--- src/rtl/fetch_unit_if.sv ---
// Fetch unit bus: instruction memory, branch predictor and IF/ID signals.
// master = fetch unit, slave = environment (memory, predictor, ID/EX).
interface fetch_unit_if #(
  parameter int WORD_SIZE = 16
);
  logic                 i_readM;
  logic [WORD_SIZE-1:0] i_address;
  logic [WORD_SIZE-1:0] i_data;
  logic                 i_ready;
  logic [WORD_SIZE-1:0] bp_pc;
  logic [WORD_SIZE-1:0] bp_predicted_pc;
  logic                 stall_id;
  logic                 redirect;
  logic [WORD_SIZE-1:0] redirect_pc;
  logic                 ifid_valid;
  logic [WORD_SIZE-1:0] ifid_pc;
  logic [WORD_SIZE-1:0] ifid_instr;
  logic [WORD_SIZE-1:0] ifid_pred_pc;

  modport master (
    output i_readM, i_address, bp_pc,
    output ifid_valid, ifid_pc, ifid_instr, ifid_pred_pc,
    input  i_data, i_ready, bp_predicted_pc,
    input  stall_id, redirect, redirect_pc
  );

  modport slave (
    input  i_readM, i_address, bp_pc,
    input  ifid_valid, ifid_pc, ifid_instr, ifid_pred_pc,
    output i_data, i_ready, bp_predicted_pc,
    output stall_id, redirect, redirect_pc
  );
endinterface

--- src/rtl/fetch_unit.sv ---
// Instruction fetch unit: issues one instruction-memory request at a time,
// fills the IF/ID latch, parks a returned word in a one-entry hold buffer
// while ID stalls, and flushes on redirect.
// Build option: define FETCH_PREDICT_EN to take the next PC from the branch
// predictor; otherwise the next PC is the sequential address + 1.
//
// state | meaning
// WAIT  | first cycle after reset, no request outstanding
// FETCH | request in flight at req_addr, word will be used
// HOLD  | word parked in hold buffer, ID stalled, no request
// DROP  | request in flight whose word must be discarded (after redirect)
module fetch_unit #(
  parameter int                   WORD_SIZE = 16,
  parameter logic [WORD_SIZE-1:0] RESET_PC  = '0
) (
  input  logic           clk,
  input  logic           reset_n,
  fetch_unit_if.master   bus
);

  localparam logic [1:0] ST_WAIT  = 2'd0;
  localparam logic [1:0] ST_FETCH = 2'd1;
  localparam logic [1:0] ST_HOLD  = 2'd2;
  localparam logic [1:0] ST_DROP  = 2'd3;

  logic [1:0]           state_q,      state_d;
  logic [WORD_SIZE-1:0] pc_q,         pc_d;
  logic [WORD_SIZE-1:0] req_addr_q,   req_addr_d;
  logic [WORD_SIZE-1:0] hold_instr_q, hold_instr_d;
  logic [WORD_SIZE-1:0] hold_pc_q,    hold_pc_d;
  logic [WORD_SIZE-1:0] hold_pred_q,  hold_pred_d;
  logic                 ifid_valid_q, ifid_valid_d;
  logic [WORD_SIZE-1:0] ifid_pc_q,    ifid_pc_d;
  logic [WORD_SIZE-1:0] ifid_instr_q, ifid_instr_d;
  logic [WORD_SIZE-1:0] ifid_pred_q,  ifid_pred_d;

  logic [WORD_SIZE-1:0] next_pc;
  logic                 ifid_free;
  logic                 new_req;

`ifdef FETCH_PREDICT_EN
  assign next_pc = bus.bp_predicted_pc;
`else
  // Predictor input is deliberately not consumed in the sequential build.
  logic [WORD_SIZE-1:0] unused_bp_pred;
  assign unused_bp_pred = bus.bp_predicted_pc;
  assign next_pc        = req_addr_q + {{(WORD_SIZE-1){1'b0}}, 1'b1};
`endif

  assign ifid_free = !ifid_valid_q || !bus.stall_id;

  // Next-state logic: redirect wins over delivery, hold release and bubbles.
  always_comb begin
    state_d      = state_q;
    pc_d         = pc_q;
    req_addr_d   = req_addr_q;
    hold_instr_d = hold_instr_q;
    hold_pc_d    = hold_pc_q;
    hold_pred_d  = hold_pred_q;
    ifid_valid_d = ifid_valid_q;
    ifid_pc_d    = ifid_pc_q;
    ifid_instr_d = ifid_instr_q;
    ifid_pred_d  = ifid_pred_q;
    new_req      = 1'b0;

    if (ifid_free) begin
      ifid_valid_d = 1'b0;
    end

    case (state_q)
      ST_WAIT: begin
        state_d = ST_FETCH;
        new_req = 1'b1;
        if (bus.redirect) begin
          pc_d = bus.redirect_pc;
        end
      end
      ST_FETCH: begin
        if (bus.redirect) begin
          pc_d = bus.redirect_pc;
          if (bus.i_ready) begin
            new_req = 1'b1;
          end else begin
            state_d = ST_DROP;
          end
        end else if (bus.i_ready) begin
          if (ifid_free) begin
            ifid_valid_d = 1'b1;
            ifid_pc_d    = req_addr_q;
            ifid_instr_d = bus.i_data;
            ifid_pred_d  = next_pc;
            pc_d         = next_pc;
            new_req      = 1'b1;
          end else begin
            hold_instr_d = bus.i_data;
            hold_pc_d    = req_addr_q;
            hold_pred_d  = next_pc;
            state_d      = ST_HOLD;
          end
        end
      end
      ST_HOLD: begin
        if (bus.redirect) begin
          pc_d    = bus.redirect_pc;
          state_d = ST_FETCH;
          new_req = 1'b1;
        end else if (ifid_free) begin
          ifid_valid_d = 1'b1;
          ifid_pc_d    = hold_pc_q;
          ifid_instr_d = hold_instr_q;
          ifid_pred_d  = hold_pred_q;
          pc_d         = hold_pred_q;
          state_d      = ST_FETCH;
          new_req      = 1'b1;
        end
      end
      default: begin
        // ST_DROP: the outstanding word is never used.
        if (bus.redirect) begin
          pc_d = bus.redirect_pc;
        end
        if (bus.i_ready) begin
          state_d = ST_FETCH;
          new_req = 1'b1;
        end
      end
    endcase

    if (bus.redirect) begin
      ifid_valid_d = 1'b0;
      hold_instr_d = '0;
      hold_pc_d    = '0;
      hold_pred_d  = '0;
    end

    if (new_req) begin
      req_addr_d = pc_d;
    end
  end

  // State and datapath registers with synchronous active-low reset.
  always_ff @(posedge clk) begin
    if (!reset_n) begin
      state_q      <= ST_WAIT;
      pc_q         <= RESET_PC;
      req_addr_q   <= RESET_PC;
      hold_instr_q <= '0;
      hold_pc_q    <= '0;
      hold_pred_q  <= '0;
      ifid_valid_q <= 1'b0;
      ifid_pc_q    <= '0;
      ifid_instr_q <= '0;
      ifid_pred_q  <= '0;
    end else begin
      state_q      <= state_d;
      pc_q         <= pc_d;
      req_addr_q   <= req_addr_d;
      hold_instr_q <= hold_instr_d;
      hold_pc_q    <= hold_pc_d;
      hold_pred_q  <= hold_pred_d;
      ifid_valid_q <= ifid_valid_d;
      ifid_pc_q    <= ifid_pc_d;
      ifid_instr_q <= ifid_instr_d;
      ifid_pred_q  <= ifid_pred_d;
    end
  end

  assign bus.i_readM      = (state_q == ST_FETCH) || (state_q == ST_DROP);
  assign bus.i_address    = req_addr_q;
  assign bus.bp_pc        = req_addr_q;
  assign bus.ifid_valid   = ifid_valid_q;
  assign bus.ifid_pc      = ifid_pc_q;
  assign bus.ifid_instr   = ifid_instr_q;
  assign bus.ifid_pred_pc = ifid_pred_q;

endmodule

--- src/flat_wrapper.sv ---
// flat-port wrapper written by rule: the top's interface ports become plain ports
module fetch_unit_flat 
#(
  parameter int                   WORD_SIZE = 16,
  parameter logic [WORD_SIZE-1:0] RESET_PC  = '0
)
  (clk, reset_n, bus_i_readM, bus_i_address, bus_bp_pc, bus_ifid_valid, bus_ifid_pc, bus_ifid_instr, bus_ifid_pred_pc, bus_i_data, bus_i_ready, bus_bp_predicted_pc, bus_stall_id, bus_redirect, bus_redirect_pc);
  fetch_unit_if #(.WORD_SIZE(WORD_SIZE)) bus_i ();
  input  logic clk;
  input  logic reset_n;
  output wire logic [$bits(bus_i.i_readM)-1:0] bus_i_readM;
  output wire logic [$bits(bus_i.i_address)-1:0] bus_i_address;
  output wire logic [$bits(bus_i.bp_pc)-1:0] bus_bp_pc;
  output wire logic [$bits(bus_i.ifid_valid)-1:0] bus_ifid_valid;
  output wire logic [$bits(bus_i.ifid_pc)-1:0] bus_ifid_pc;
  output wire logic [$bits(bus_i.ifid_instr)-1:0] bus_ifid_instr;
  output wire logic [$bits(bus_i.ifid_pred_pc)-1:0] bus_ifid_pred_pc;
  input wire logic [$bits(bus_i.i_data)-1:0] bus_i_data;
  input wire logic [$bits(bus_i.i_ready)-1:0] bus_i_ready;
  input wire logic [$bits(bus_i.bp_predicted_pc)-1:0] bus_bp_predicted_pc;
  input wire logic [$bits(bus_i.stall_id)-1:0] bus_stall_id;
  input wire logic [$bits(bus_i.redirect)-1:0] bus_redirect;
  input wire logic [$bits(bus_i.redirect_pc)-1:0] bus_redirect_pc;
  assign bus_i_readM = bus_i.i_readM;
  assign bus_i_address = bus_i.i_address;
  assign bus_bp_pc = bus_i.bp_pc;
  assign bus_ifid_valid = bus_i.ifid_valid;
  assign bus_ifid_pc = bus_i.ifid_pc;
  assign bus_ifid_instr = bus_i.ifid_instr;
  assign bus_ifid_pred_pc = bus_i.ifid_pred_pc;
  assign bus_i.i_data = bus_i_data;
  assign bus_i.i_ready = bus_i_ready;
  assign bus_i.bp_predicted_pc = bus_bp_predicted_pc;
  assign bus_i.stall_id = bus_stall_id;
  assign bus_i.redirect = bus_redirect;
  assign bus_i.redirect_pc = bus_redirect_pc;
  fetch_unit #(.WORD_SIZE(WORD_SIZE), .RESET_PC(RESET_PC)) u_core (.clk(clk), .reset_n(reset_n), .bus(bus_i));
endmodule
--- config.mk ---
export PLATFORM = sky130hd
export DESIGN_NAME = fetch_unit_flat
export DESIGN_NICKNAME = d
export VERILOG_FILES = /design/src/rtl/fetch_unit_if.sv /design/src/rtl/fetch_unit.sv /design/src/flat_wrapper.sv
export SDC_FILE = /design/constraint.sdc
export NUM_CORES = 1
export LEC_CHECK = 0
export BUFFER_PORTS_ARGS = -buffer_cell sky130_fd_sc_hd__buf_4
export CAP_MARGIN = 40
export CORE_UTILIZATION = 50
export CTS_CLUSTER_SIZE = 20
export DETAILED_ROUTE_END_ITERATION = 8
export PLACE_DENSITY = 0.74
export SLEW_MARGIN = 20
export SYNTH_ARGS = -nofsm -noshare
export SYNTH_HDL_FRONTEND = slang
export SYNTH_SLANG_ARGS = --single-unit
--- constraint.sdc ---
create_clock -name clk -period 2.6 [get_ports clk]
set_clock_uncertainty 0.2 [all_clocks]
set_input_delay 0.13 -clock clk [delete_from_list [all_inputs] [get_ports clk]]
set_output_delay 0.13 -clock clk [all_outputs]
set_load 0.01 [all_outputs]
==> flow_metrics.env, run 1 <==
export IMPL_cts_buffers=17
export IMPL_ant_nets=0
export IMPL_fin_crit_ns=2.51
export IMPL_hold_path_startpoint="bus_redirect_pc[7]"
export IMPL_area_growth_pct=30.1
export IMPL_cp_max_fo=14
export IMPL_total_power_mw=5.88
export IMPL_die_w_um=114
export IMPL_final_cells=1065
export IMPL_avgSynthCellArea_sq_um=8.22
export IMPL_peakVddDrop_v=0.000504
export IMPL_r2r_start="u_core.state_q[1]"
export IMPL_cpMaxStageDelayCell="a211oi_1"
export IMPL_synth_top_area_cell="dfxtp_1"
export IMPL_synth_compound_area_frac=0.235
export IMPL_via_per_inst=5.82
export IMPL_yosys_top_cells_area="dfxtp_1 (42%), nand2_1 (6.6%), mux2i_1 (5.3%)"
export IMPL_antenna_found_initial=0
export IMPL_min_path_cells=5
export IMPL_wl_per_cell_um=17.0
export IMPL_synth_edf_count=0
export IMPL_worst_pin_slew_ns=0.651
export IMPL_fp_dieH_um=114
export IMPL_ctsHtreeMaxLevel=4
export IMPL_yosys_warnings=0
export IMPL_synth_async_reset_ratio=0
export IMPL_grt_pass1_vias=5912
export IMPL_placedInstanceArea_sq_um=7290
export IMPL_n_antenna_cell=0
export IMPL_grt_setup_unrepaired="false"
export IMPL_synth_most_common_cell="dfxtp_1"
export IMPL_crit_buf_inv=1
export IMPL_synthDominantCellAreaShare=0.417
export IMPL_drtIter0Drc=546
export IMPL_cts_resized=0
export IMPL_placementRows=40
export IMPL_insertion_delay_ns=0.42
export IMPL_worstPathCellList="inv_1 > ha_1 > nor3b_1 > nor2_1 > o2bb2ai_1 > a211oi_1 > a21oi_1"
export IMPL_dieArea_sq_um=13000
export IMPL_r2r_cells=7
export IMPL_synth_xor_area_frac=0.0153
export IMPL_arrival_ns=2.60
export IMPL_startpoint_type="flop"
export IMPL_netlist_area_sq_um=6280
export IMPL_r2r_slack_ns=0.09
export IMPL_clkTransAtPathRegs_ns=0.06
export IMPL_syn_inst=764
export IMPL_synth_cells_most_frequent="dfxtp_1 (131), nand2_1 (110), nor2_1 (78)"
export IMPL_maxCapViolCount=0
export IMPL_place_ws_ns=0.195
export IMPL_drt_pass1_iterations=5
export IMPL_drive_gt1_frac=0.225
export IMPL_ys_seq_area_frac=0.417
export IMPL_hold_viol_final=0
export IMPL_synth_top_family_by_area="compound AO/OA/AOI/OAI gates"
export IMPL_critPathMaxStageDelay_ns=0.43
export IMPL_vias=6197
export IMPL_post_place_cells=1004
export IMPL_cts_max_path_buffers=2
export IMPL_cts_root_buf="clkbuf_16"
export IMPL_fin_crit_sh=0.966
export IMPL_hold_end="u_core.pc_q[7]"
export IMPL_holdCritPathClass="in -> reg"
export IMPL_tns_ns=0
export IMPL_track_usage=0.284
export IMPL_path_class="reg -> reg"
export IMPL_slew_viol_final=0
export IMPL_initial_utilization=0.519
export IMPL_synth_distinct_cells=65
export IMPL_cts_tree="yes"
export IMPL_grt_max_degree=47
export IMPL_syn_nets=822
export IMPL_setup_viol=0
export IMPL_power_leakage_nw=3.06
export IMPL_cts_sinks=131
export IMPL_power_density_nw_per_um2=720
export IMPL_wirelength_um=18100
export IMPL_grt_pass1_wl_um=29200
export IMPL_maxSlewHeadroom=0.566
export IMPL_worstPathRequired_ns=2.69
export IMPL_fin_nets=944
export IMPL_synth_mux_area_fraction=0.0544
export IMPL_synthAdderAreaFrac=0.00996
export IMPL_ioPinCount=135
export IMPL_synthFlopType="dfxtp_1"
export IMPL_cp_top_family="compound AO/OA/AOI/OAI gates"
export IMPL_hpwlAfterDp_um=11900
export IMPL_fin_ws_ns=0.0881
export IMPL_core_area_sq_um=12100
export IMPL_drc=0
export IMPL_gp_congestion=0.889
export IMPL_status="complete, no violations"
export IMPL_max_clock_freq_mhz=398
export IMPL_worst_setup_path_end_kind="flop"
export IMPL_yosys_area_share_simple=0.197
export IMPL_worstReg2RegEnd="u_core.bus.bp_pc[4]"
export IMPL_overflow=0
export IMPL_final_cell_area_sq_um=8170
export IMPL_numPortBuffers=118
export IMPL_synth_seq_cells=131
==> where the power goes <==
group	switching, mW	internal (mW)
sequential	0.129	2.15
clock	0.872	1.43
combinational	0.734	0.575
==> registers in the layout (all words and copies together), names as in the netlist <==
name / flops
u_core.bus.ifid_pred_pc: 16
u_core.bus.ifid_pc: 16
u_core.hold_pred_q: 16
u_core.hold_pc_q: 16
u_core.bus.ifid_instr: 16
u_core.bus.bp_pc: 16
u_core.hold_instr_q: 16
u_core.bus.ifid_valid: 1
u_core.pc_q: 16
u_core.state_q: 2
==> worst max-delay path by stage <==
stage	startpoint	to	cells past startpoint
2_1_floorplan	u_core.state_q[0]	u_core.bus.bp_pc[0]	7
3_5_place_dp	u_core.state_q[0]	u_core.bus.ifid_pc[10]	9
4_1_cts	u_core.state_q[1]	u_core.bus.bp_pc[4]	7
6_report	u_core.state_q[1]	u_core.bus.bp_pc[4]	7
3_3_place_gp	u_core.state_q[0]	u_core.bus.ifid_pc[10]	9
5_1_grt	u_core.state_q[1]	u_core.bus.bp_pc[7]	8
==> cell usage in the layout, fill, tap and decap left out, types with 8 or more instances in the layout <==
| master | n |
|---|---|
| buf_4 | 145 |
| dfxtp_1 | 131 |
| nand2_1 | 110 |
| nor2_1 | 77 |
| a21oi_1 | 63 |
| a211oi_1 | 42 |
| o21ai_0 | 37 |
| mux2i_1 | 33 |
| dlygate4sd3_1 | 31 |
| nand3_1 | 30 |
| clkbuf_16 | 17 |
| inv_1 | 16 |
| nor3_1 | 8 |
| nor2b_1 | 8 |
==> worst reg2reg max path, cell delays in order (launching register included) <==
cell	delay, ns
dfxtp_1	0.38
inv_1	0.09
ha_1	0.34
nor3b_1	0.40
nor2_1	0.23
o2bb2ai_1	0.18
a211oi_1	0.43
a21oi_1	0.14
==> layout make-up <==
class | count | area, sq um
Inverter | 17 | 63.8
Multi-Input combinational cell | 539 | 3220
Fill cell | 992 | 3940
Timing Repair Buffer | 180 | 1480
Clock inverter | 8 | 77.6
Clock buffer | 22 | 494
Sequential cell | 131 | 2620
Tap cell | 168 | 210
==> kinds of logic (layout without fill, tap and decap cells) <==
group                    count (synthesis)  count (layout)
flip-flops                             131             131
buffers and inverters                   94             227
AND/OR/NAND/NOR                        268             268
multiplexers                            34              34
XOR/XNOR                                11              11
AO/OA/AOI/OAI                          221             221
adder cells (fa/ha/maj)                  5               5
==> through the flow <==
stage          utilization  hold WS [ns]
6_report             0.675        0.0380
5_1_grt              0.675        0.0659
4_1_cts              0.675        0.0189
3_5_place_dp         0.602         0.200
3_3_place_gp         0.602         0.192
2_1_floorplan            -        0.0660
==> per-layer routing <==
metal,wire length [um],GRT usage,up-vias
met3,1190,0.0540,48
met1,7490,0.349,2916
met2,8900,0.484,273
met4,488,0.129,0
met5,0,0,-
li1,-,-,2960
==> what timing repair did <==
| item | 4_1_cts | 5_1_grt |
|---|---|---|
| endpoints found under the hold margin | 61 | 0 |
| hold buffers | 31 | 0 |
| setup buffers | 0 | 0 |
(Power assumes the default switching activity.)
==> run 2, diff against run 1 <==
Settings changed: HOLD_SLACK_MARGIN from default to 0.12.
==> flow_metrics.env, run 2 (synthesis gave the netlist of run 1 again) <==
export IMPL_regArea_sq_um=2620
export IMPL_grt_pass1_wl_um=29200
export IMPL_placementRows=40
export IMPL_fin_crit_sh=0.986
export IMPL_worst_pin_slew_ns=0.647
export IMPL_path_class="reg -> reg"
export IMPL_fp_dieH_um=114
export IMPL_fin_nets=949
export IMPL_clkTransAtPathRegs_ns=0.06
export IMPL_drive_gt1_frac=0.224
export IMPL_worstPathRequired_ns=2.69
export IMPL_insertion_delay_ns=0.42
export IMPL_slew_viol_final=0
export IMPL_cts_sinks=131
export IMPL_setup_viol=0
export IMPL_vias=6206
export IMPL_via_per_inst=5.80
export IMPL_r2r_start="u_core.state_q[1]"
export IMPL_max_clock_freq_mhz=390
export IMPL_die_w_um=114
export IMPL_maxCapViolCount=0
export IMPL_hold_path_startpoint="u_core.hold_pc_q[0]"
export IMPL_drc=0
export IMPL_holdCritPathClass="reg -> reg"
export IMPL_overflow=0
export IMPL_grt_max_degree=47
export IMPL_multi_input_area_sq_um=3220
export IMPL_hpwlAfterDp_um=11900
export IMPL_fin_ws_ns=0.0375
export IMPL_core_area_sq_um=12100
export IMPL_gp_congestion=0.889
export IMPL_place_ws_ns=0.195
export IMPL_worst_setup_path_end_kind="flop"
export IMPL_utilization=0.679
export IMPL_track_usage=0.285
export IMPL_ctsHtreeMaxLevel=4
export IMPL_ant_nets=0
export IMPL_wirelength_um=18200
export IMPL_numPortBuffers=118
export IMPL_ioPinCount=135
export IMPL_cts_max_path_buffers=2
export IMPL_wl_per_cell_um=17.0
export IMPL_cts_buffers=17
export IMPL_startpoint="u_core.state_q[1]"
export IMPL_hold_viol_final=0
export IMPL_grt_pass1_vias=5930
export IMPL_cts_tree="yes"
export IMPL_dieArea_sq_um=13000
export IMPL_nFillCells=981
export IMPL_layout_commonest_cell="buf_4"
export IMPL_fin_crit_ns=2.56
export IMPL_power_density_nw_per_um2=717
export IMPL_drt_pass1_iterations=8
export IMPL_startpoint_type="flop"
export IMPL_maxSlewHeadroom=0.569
export IMPL_cp_max_fo=14
export IMPL_mostFrequentLayoutCells="buf_4 (145), dfxtp_1 (131), nand2_1 (110)"
export IMPL_arrival_ns=2.65
export IMPL_area_growth_pct=30.9
export IMPL_cts_resized=0
export IMPL_antenna_found_initial=0
export IMPL_tns_ns=0
export IMPL_initial_utilization=0.519
export IMPL_grt_setup_unrepaired="false"
export IMPL_status="complete, no violations"
export IMPL_cts_root_buf="clkbuf_16"
export IMPL_power_leakage_nw=3.08
export IMPL_peakVddDrop_v=0.000501
export IMPL_n_antenna_cell=0
export IMPL_drtIter0Drc=552
export IMPL_total_power_mw=5.89
run 2: cell types whose count changed in the layout (fill, tap and decap cells not counted), sizes merged:
cell         change
dlygate4sd3      +5
run 2: metrics by stage:
stage          cells  area (sq um)  hold slack (ns)
3_5_place_dp    1004          7290            0.200
6_report        1070          8220            0.255
5_1_grt         1070          8220            0.265
2_1_floorplan    764          6280           0.0660
3_3_place_gp    1004          7290            0.192
4_1_cts         1070          8220            0.256
run 2: per-layer routing:
metal / track usage / wire length, um / vias to the layer above
li1: - / - / 2969
met1: 0.350 / 7660 / 2924
met2: 0.484 / 8920 / 268
met3: 0.0540 / 1160 / 45
met4: 0.129 / 464 / 0
met5: 0 / 0 / -
run 2: power by group:
part           total (mW)  leakage [nW]  internal (mW)  switching, mW
Combinational        1.32          1.74          0.580          0.739
Clock                2.30         0.280           1.43          0.869
Sequential           2.28          1.07           2.15          0.132
run 2: worst paths after layout:
path                          to  slack [ns]  cells after the start
max          u_core.bus.bp_pc[4]        0.04                      7
min          u_core.hold_pc_q[0]        0.25                      2
max reg2reg  u_core.bus.bp_pc[4]        0.04                      7
min reg2reg  u_core.hold_pc_q[0]        0.25                      2
run 2: final cells by class:
cell class / instances / area share
inverters: 17 / 0.00776
multi-input cells: 539 / 0.392
clock inverters: 8 / 0.00944
repair buffers: 185 / 0.186
clock buffers: 22 / 0.0601
well taps: 168 / 0.0256
flip-flops and latches: 131 / 0.319
run 2: what timing repair did:
item                                   in CTS  in global routing
endpoints found under the hold margin      69                  0
setup buffers                               0                  0
hold buffers                               36                  0
run 2: critical path: stages (launching register included):
cell and delay [ns]:
dfxtp_1 0.38, inv_1 0.08, ha_1 0.35, nor3b_1 0.41, nor2_1 0.23, o2bb2ai_1 0.18
a211oi_1 0.45, a21oi_1 0.15
